**config.mk**
```make
export PLATFORM = sky130hd
export DESIGN_NAME = reg_write_arbiter_flat
export DESIGN_NICKNAME = d
export VERILOG_FILES = /design/src/rtl/reg_write_arbiter_if.sv /design/src/rtl/reg_write_arbiter.sv /design/src/flat_wrapper.sv
export SDC_FILE = /design/constraint.sdc
export NUM_CORES = 1
export LEC_CHECK = 0
export CORE_ASPECT_RATIO = 1.4
export CORE_MARGIN = 5
export CORE_UTILIZATION = 39
export CTS_CLUSTER_DIAMETER = 50
export DETAILED_ROUTE_END_ITERATION = 12
export GPL_TIMING_DRIVEN = 0
export PLACE_DENSITY_LB_ADDON = 0.15
export REMOVE_ABC_BUFFERS = 1
export SLEW_MARGIN = 20
export SYNTH_ARGS = -nofsm -noshare
export SYNTH_HDL_FRONTEND = slang
export SYNTH_SLANG_ARGS = --single-unit
```
**constraint.sdc**
```tcl
create_clock -name clk -period 3 [get_ports clk]
set_input_delay 0.45 -clock clk [delete_from_list [all_inputs] [get_ports clk]]
set_output_delay 0.45 -clock clk [all_outputs]
set_load 0.005 [all_outputs]
```
**src/rtl/reg_write_arbiter_if.sv**
```systemverilog
// Bundle carrying both writeback request ports and the register file write command.
// Ports (slave view, used by the arbiter):
//   a_valid_i/a_rd_i/a_data_i, a_ready_o : pipeline writeback request/accept
//   b_valid_i/b_rd_i/b_data_i, b_ready_o : long-latency unit request/accept
//   Reg_Write_o/Write_Register_o/Write_Data_o : registered write command to the register file
interface reg_write_arbiter_if #(
    parameter int unsigned DATA_WIDTH = 32
);
    localparam int unsigned RD_W = 5;

    logic                  a_valid_i;
    logic [RD_W-1:0]       a_rd_i;
    logic [DATA_WIDTH-1:0] a_data_i;
    logic                  a_ready_o;

    logic                  b_valid_i;
    logic [RD_W-1:0]       b_rd_i;
    logic [DATA_WIDTH-1:0] b_data_i;
    logic                  b_ready_o;

    logic                  Reg_Write_o;
    logic [RD_W-1:0]       Write_Register_o;
    logic [DATA_WIDTH-1:0] Write_Data_o;

    // Requesters / register file side
    modport master (
        output a_valid_i, a_rd_i, a_data_i,
        output b_valid_i, b_rd_i, b_data_i,
        input  a_ready_o, b_ready_o,
        input  Reg_Write_o, Write_Register_o, Write_Data_o
    );

    // Arbiter side
    modport slave (
        input  a_valid_i, a_rd_i, a_data_i,
        input  b_valid_i, b_rd_i, b_data_i,
        output a_ready_o, b_ready_o,
        output Reg_Write_o, Write_Register_o, Write_Data_o
    );
endinterface

```
**src/rtl/reg_write_arbiter.sv**
```systemverilog
// Arbitrates the single register file write port between the pipeline writeback
// (port A, fixed priority) and the long-latency writeback (port B).
// Optional macro REG_WR_ARB_STARVE_EN adds a starvation counter and a one-cycle
// FORCE_B state that pushes B through after STARVE_LIMIT consecutive refusals.
// Without the macro A has strict priority and STARVE_LIMIT is not used for logic.
// Ports:
//   clk   : rising-edge clock
//   reset : synchronous, active-low
//   bus   : reg_write_arbiter_if.slave (request/ready handshakes + write command)
module reg_write_arbiter #(
    parameter int unsigned DATA_WIDTH   = 32,
    parameter int unsigned STARVE_LIMIT = 4
) (
    input  logic                clk,
    input  logic                reset,
    reg_write_arbiter_if.slave  bus
);
    localparam int unsigned RD_W  = 5;
    localparam int unsigned CNT_W = 4;

    // Elaboration-time legality check on the escalation threshold
    if (STARVE_LIMIT == 0 || STARVE_LIMIT > 15) begin : g_bad_limit
        $error("reg_write_arbiter: STARVE_LIMIT must be in 1..15");
    end

    logic                  a_grant;
    logic                  b_grant;
    logic [RD_W-1:0]       grant_rd;
    logic [DATA_WIDTH-1:0] grant_data;

`ifdef REG_WR_ARB_STARVE_EN
    typedef enum logic {
        NORMAL  = 1'b0,
        FORCE_B = 1'b1
    } state_t;

    localparam logic [CNT_W-1:0] LIMIT = CNT_W'(STARVE_LIMIT);

    state_t           state_q, state_d;
    logic [CNT_W-1:0] starve_cnt_q, starve_cnt_d;

    // State and starvation counter registers
    always_ff @(posedge clk) begin
        if (!reset) begin
            state_q      <= NORMAL;
            starve_cnt_q <= '0;
        end else begin
            state_q      <= state_d;
            starve_cnt_q <= starve_cnt_d;
        end
    end

    // Grant decode and next-state; FORCE_B always lasts a single cycle
    always_comb begin
        state_d      = state_q;
        starve_cnt_d = starve_cnt_q;
        a_grant      = 1'b0;
        b_grant      = 1'b0;
        if (reset) begin
            case (state_q)
                NORMAL: begin
                    a_grant = bus.a_valid_i;
                    b_grant = bus.b_valid_i & ~bus.a_valid_i;
                    if (!bus.b_valid_i || b_grant) begin
                        starve_cnt_d = '0;
                    end else if (starve_cnt_q != LIMIT) begin
                        starve_cnt_d = starve_cnt_q + CNT_W'(1);
                    end
                    // Escalation keys off the registered count at this edge
                    if (starve_cnt_q == LIMIT) begin
                        state_d = FORCE_B;
                    end
                end
                FORCE_B: begin
                    b_grant      = bus.b_valid_i;
                    a_grant      = bus.a_valid_i & ~bus.b_valid_i;
                    state_d      = NORMAL;
                    starve_cnt_d = '0;
                end
                default: begin
                    state_d      = NORMAL;
                    starve_cnt_d = '0;
                end
            endcase
        end
    end
`else
    // Strict A priority; B only when A is idle
    assign a_grant = reset & bus.a_valid_i;
    assign b_grant = reset & bus.b_valid_i & ~bus.a_valid_i;
`endif

    assign bus.a_ready_o = a_grant;
    assign bus.b_ready_o = b_grant;

    assign grant_rd   = a_grant ? bus.a_rd_i   : bus.b_rd_i;
    assign grant_data = a_grant ? bus.a_data_i : bus.b_data_i;

    // Registered write command; x0 writes update address/data but never enable
    always_ff @(posedge clk) begin
        if (!reset) begin
            bus.Reg_Write_o      <= 1'b0;
            bus.Write_Register_o <= '0;
            bus.Write_Data_o     <= '0;
        end else begin
            bus.Reg_Write_o <= (a_grant | b_grant) && (grant_rd != '0);
            if (a_grant | b_grant) begin
                bus.Write_Register_o <= grant_rd;
                bus.Write_Data_o     <= grant_data;
            end
        end
    end
endmodule

```
**src/flat_wrapper.sv**
```systemverilog
// flat-port wrapper written by rule: the top's interface ports become plain ports
module reg_write_arbiter_flat 
#(
    parameter int unsigned DATA_WIDTH   = 32,
    parameter int unsigned STARVE_LIMIT = 4
)
  (clk, reset, bus_a_valid_i, bus_a_rd_i, bus_a_data_i, bus_b_valid_i, bus_b_rd_i, bus_b_data_i, bus_a_ready_o, bus_b_ready_o, bus_Reg_Write_o, bus_Write_Register_o, bus_Write_Data_o);
  reg_write_arbiter_if #(.DATA_WIDTH(DATA_WIDTH)) bus_i ();
  input  logic clk;
  input  logic reset;
  input wire logic [$bits(bus_i.a_valid_i)-1:0] bus_a_valid_i;
  input wire logic [$bits(bus_i.a_rd_i)-1:0] bus_a_rd_i;
  input wire logic [$bits(bus_i.a_data_i)-1:0] bus_a_data_i;
  input wire logic [$bits(bus_i.b_valid_i)-1:0] bus_b_valid_i;
  input wire logic [$bits(bus_i.b_rd_i)-1:0] bus_b_rd_i;
  input wire logic [$bits(bus_i.b_data_i)-1:0] bus_b_data_i;
  output wire logic [$bits(bus_i.a_ready_o)-1:0] bus_a_ready_o;
  output wire logic [$bits(bus_i.b_ready_o)-1:0] bus_b_ready_o;
  output wire logic [$bits(bus_i.Reg_Write_o)-1:0] bus_Reg_Write_o;
  output wire logic [$bits(bus_i.Write_Register_o)-1:0] bus_Write_Register_o;
  output wire logic [$bits(bus_i.Write_Data_o)-1:0] bus_Write_Data_o;
  assign bus_i.a_valid_i = bus_a_valid_i;
  assign bus_i.a_rd_i = bus_a_rd_i;
  assign bus_i.a_data_i = bus_a_data_i;
  assign bus_i.b_valid_i = bus_b_valid_i;
  assign bus_i.b_rd_i = bus_b_rd_i;
  assign bus_i.b_data_i = bus_b_data_i;
  assign bus_a_ready_o = bus_i.a_ready_o;
  assign bus_b_ready_o = bus_i.b_ready_o;
  assign bus_Reg_Write_o = bus_i.Reg_Write_o;
  assign bus_Write_Register_o = bus_i.Write_Register_o;
  assign bus_Write_Data_o = bus_i.Write_Data_o;
  reg_write_arbiter #(.DATA_WIDTH(DATA_WIDTH), .STARVE_LIMIT(STARVE_LIMIT)) u_core (.clk(clk), .reset(reset), .bus(bus_i));
endmodule
```
After elaboration in Yosys (flattened, before gate mapping)
Cells that the tools add are included.
Widths: inputs -> output; s select.
{"block": "op_classes", "muxes": 2, "bitwise": 5, "n_reduce_logical": 2}
{"operator": "$mux 32", "n": 1}
{"operator": "$mux 5", "n": 1}
{"operator": "$reduce_bool 5->1", "n": 1}
{"operator": "$and 1x1->1", "n": 3}
{"operator": "$logic_and 1x1->1", "n": 1}
{"operator": "$not 1->1", "n": 1}
{"operator": "$or 1x1->1", "n": 1}
{"block": "totals", "reg_bits": 38, "input_bits": 78, "output_inout_bits": 40, "elab_cells": 12}

Longest topological paths before layout
{"block": "depth", "word_depth": 4, "mapped_depth": 5, "ltp_nobuf": 3}

Least setup slack after synthesis
No wires, ideal clock.
{"block": "synth_timing", "path_kind": "input port to output port", "start": "in bus_b_valid_i", "end": "out bus_b_ready_o", "arrival_ps": 916, "required_ps": 2550, "setup_slack_ps": 1634, "stages": 4, "path_buffers": 2, "cell_sequence": "buf_6 > buf_8 > nand2_1 > nor2_1"}
{"block": "synth_between", "elab_chain_len": 2}
{"item": "from (decl)", "line_no": "flat_wrapper.sv:14", "source": "input wire logic [$bits(bus_i.b_valid_i)-1:0] bus_b_valid_i;"}
{"item": "$and 1x1->1 (2 in series)", "line_no": "reg_write_arbiter.sv:90", "source": "assign b_grant = reset & bus.b_valid_i & ~bus.a_valid_i;"}
{"item": "to (decl)", "line_no": "flat_wrapper.sv:18", "source": "output wire logic [$bits(bus_i.b_ready_o)-1:0] bus_b_ready_o;"}
No other way between the ends.

Worst setup path after layout
Same ends and word-level chain as after synthesis.

==> summary.txt <==
Synthesis
  • Post-synth ARST share: 0%
  • Synth top area share: 41.5%
  • Top FF cell, synth: dfxtp_1
  • Post-synthesis register bit count: 38
  • Commonest cells in the synthesized netlist: and2_1 (38), dfxtp_1 (38), nand2_1 (38), mux2i_1 (37), o21ai_1 (31)
  • Post-synthesis cell type count: 14
  • Register area share after synthesis: 41.5%
  • Synth warn: 0
  • Syn Inst Count: 210
  • Syn avg cell area: 8.73 µm²
  • Synth top area cells: dfxtp_1 (42%), mux2i_1 (20%), and2_1 (13%), o21ai_1 (8.5%), nand2_1 (7.8%)
  • Cell taking the most area after synthesis: dfxtp_1
  • Post-synth EDFFs: 0
  • Netlist Area Pre-Place: roughly 0.0018 mm²

Floorplanning
  • Ports: 118
  • # rows: 29
  • Die area: 0.00619 mm²
  • Die width: slightly below 70 µm
  • Starting Density: 40.4%
  • Core area: 0.00454 mm²
  • Die H: 91.1 µm

STA
  • Peak Freq: 0.425 GHz
  • Relative slew slack: 54.3%
  • Final hold violations: 0
  • Hold slack final: 0.627 ns
  • Actual slew at the worst max-slew pin: 0.686 ns
  • Endpoints failing setup: 0
  • Final Max Tran Viols: 0
  • Skew final: 0 ns
  • Crit path time final: 2.36 ns
  • RSZ-0062 raised after global routing: false
  • Post-route clock period utilization: between 70% and 80%

Placed design
  • HPWL reported at the end of detailed placement: between 3 and 4 mm
  • GPL Wtd Cong: 0.748
  • Port Buffers: 117

Detailed routing
  • Routed length per instance: around 13 µm
  • DRC: 0
  • Via-per-instance ratio: 4.59
  • DR pass1 iterations: 4
  • Drt initial violations: 70
  • Routed wire length: 4.95 mm
  • Vias: 1753
  • Antenna viol nets, final: 0

CTS
  • Clk pin slew, worst setup/hold paths: 0.07 ns
  • CTS tree: done
  • Clock latency on the worst-skew pair: just under 0.3 ns
  • CTS Root Cell: clkbuf_8
  • Max Buffers Root-to-Sink: 2
  • Clk sink count: 38
  • CTS buffer count: 5
  • Hold-fix buffers, CTS: 0
  • H-Tree Depth: 2
  • Post-CTS setup buffer count: 0
  • Post-CTS sizing: 0

Power and ir drop
  • PwrDens: between 300 and 400 mW/mm²
  • Peak supply drop: 0.000275 V
  • Leak: 1.28 nW

Status
  • Status: complete, no violations

Worst setup path
  • Critical path, cell by cell: buf_2 > buf_12 > nand2_1 > nor2_1 > clkdlybuf4s50_1
  • Reg2reg start: u_core.bus.Write_Register_o[3]
  • Kind of critical path: input port to output port
  • WP data arrival: 1.91 ns
  • Worst Setup Start Kind: input port
  • Crit Path Max Fanout: 21
  • Reg2Reg Depth: 3
  • Flop-to-flop setup slack: 2.21 ns
  • Crit Reg-Reg Endpoint: u_core.bus.Write_Register_o[3]
  • Critical Path Sink Type: output port
  • Max stage delay cell, worst path: clkdlybuf4s50_1
  • Max stage delay on crit path: 0.52 ns
  • Critical Path RT: 2.55 ns
  • Crit path depth: 5
  • Buf+Inv Stages, Crit Path: 3
  • Delay-heaviest family, CP: buffers and inverters

Final layout
  • Area grow syn2layout: 68.0%
  • Share of layout cells above drive strength 1: 3.44%
  • Nets: 397
  • Final Util: approximately two thirds
  • Inserted Diodes: 0

Min path
  • Hold path depth: 3
  • Hold endpoint: u_core.bus.Write_Data_o[13]
  • Min-delay worst type: flop to flop
  • HP Start: u_core.bus.Write_Data_o[13]

GRT
  • Largest net degree at the start of global routing: 78
  • Antenna violations before repair: 0
  • Global route overflow: 0
  • Vias in the first global route: roughly 1700
  • Total track usage: 16.2%
  • First-pass GRT wire length: approximately 7.8 mm

Run
  • Max_cap viols: 0
==> registers in the layout, indices dropped and copies added (netlist names) <==
| signal | count |
|---|---|
| u_core.bus.Write_Data_o | 32 |
| u_core.bus.Write_Register_o | 5 |
| u_core.bus.Reg_Write_o | 1 |
==> layout by cell type (no fill, tap or decap), types with 2 or more instances in the layout <==
master	instances
nor2_1	2
or4_1	2
o21ai_0	7
clkdlybuf4s50_1	114
clkbuf_8	6
dfxtp_1	38
nand2_1	38
and2_1	38
o21ai_1	31
buf_2	2
mux2i_1	37
==> stage by stage <==
| stage | total power, mW | area, µm² | setup WS [ns] | setup TNS [ns] | std cells |
|---|---|---|---|---|---|
| 2_1_floorplan | 0.649 | 1730 | 1.74 | 0 | 194 |
| 3_3_place_gp | 0.865 | 2980 | -0.902 | -13.01 | 373 |
| 3_5_place_dp | 0.863 | 2990 | 0.0375 | 0 | 374 |
| 4_1_cts | 1.22 | 3080 | 0.0432 | 0 | 382 |
| 5_1_grt | 1.27 | 3080 | 0.560 | 0 | 382 |
| 6_report | 1.21 | 3080 | 0.644 | 0 | 382 |
==> cell families after synthesis <==
group                  synth area share, %
AND/OR/NAND/NOR                       22.0
multiplexers                          20.2
buffers and inverters                 5.53
flip-flops                            41.5
AO/OA/AOI/OAI                         10.8
==> layer usage <==
metal,part of all wire (%),global-route usage (%),wire length [µm]
met4,1.4,4.98,70
met1,41,18.5,2030
met5,0,0,0
met3,10,6.05,508
met2,47,27.3,2340
==> how the worst max path moves through the flow <==
| stage | start | end | slack (ns) |
|---|---|---|---|
| after floorplan | bus_a_rd_i[2] | u_core.bus.Reg_Write_o | 1.74 |
| after global placement | bus_b_valid_i | bus_b_ready_o | -0.90 |
| after detailed placement | reset | bus_b_ready_o | 0.04 |
| after CTS | reset | bus_b_ready_o | 0.04 |
| after global routing | bus_b_valid_i | bus_b_ready_o | 0.56 |
| final | bus_b_valid_i | bus_b_ready_o | 0.64 |
==> worst reg2reg max path: cells and delay by family (launching register included) <==
family	cells	cell delay [ns]
compound gates	1	0.08
flops	1	0.32
mux	1	0.11
simple gates	1	0.18
==> where the power goes <==
part | leakage [nW] | switching, mW | internal, mW | total [mW]
clock network | 0.0482 | 0.174 | 0.185 | 0.359
logic | 0.913 | 0.0952 | 0.198 | 0.293
registers | 0.315 | 0.0152 | 0.538 | 0.553
total | 1.28 | 0.284 | 0.922 | 1.21
==> area by class of cell <==
cell class / instances / area [µm²]
fillers: 396 / 1460
clock buffers: 7 / 86.3
multi-input cells: 156 / 971
well taps: 62 / 77.6
repair buffers: 118 / 1180
clock inverters: 1 / 5.00
flip-flops and latches: 38 / 761
Note: power is estimated with default switching activity, not from simulation.
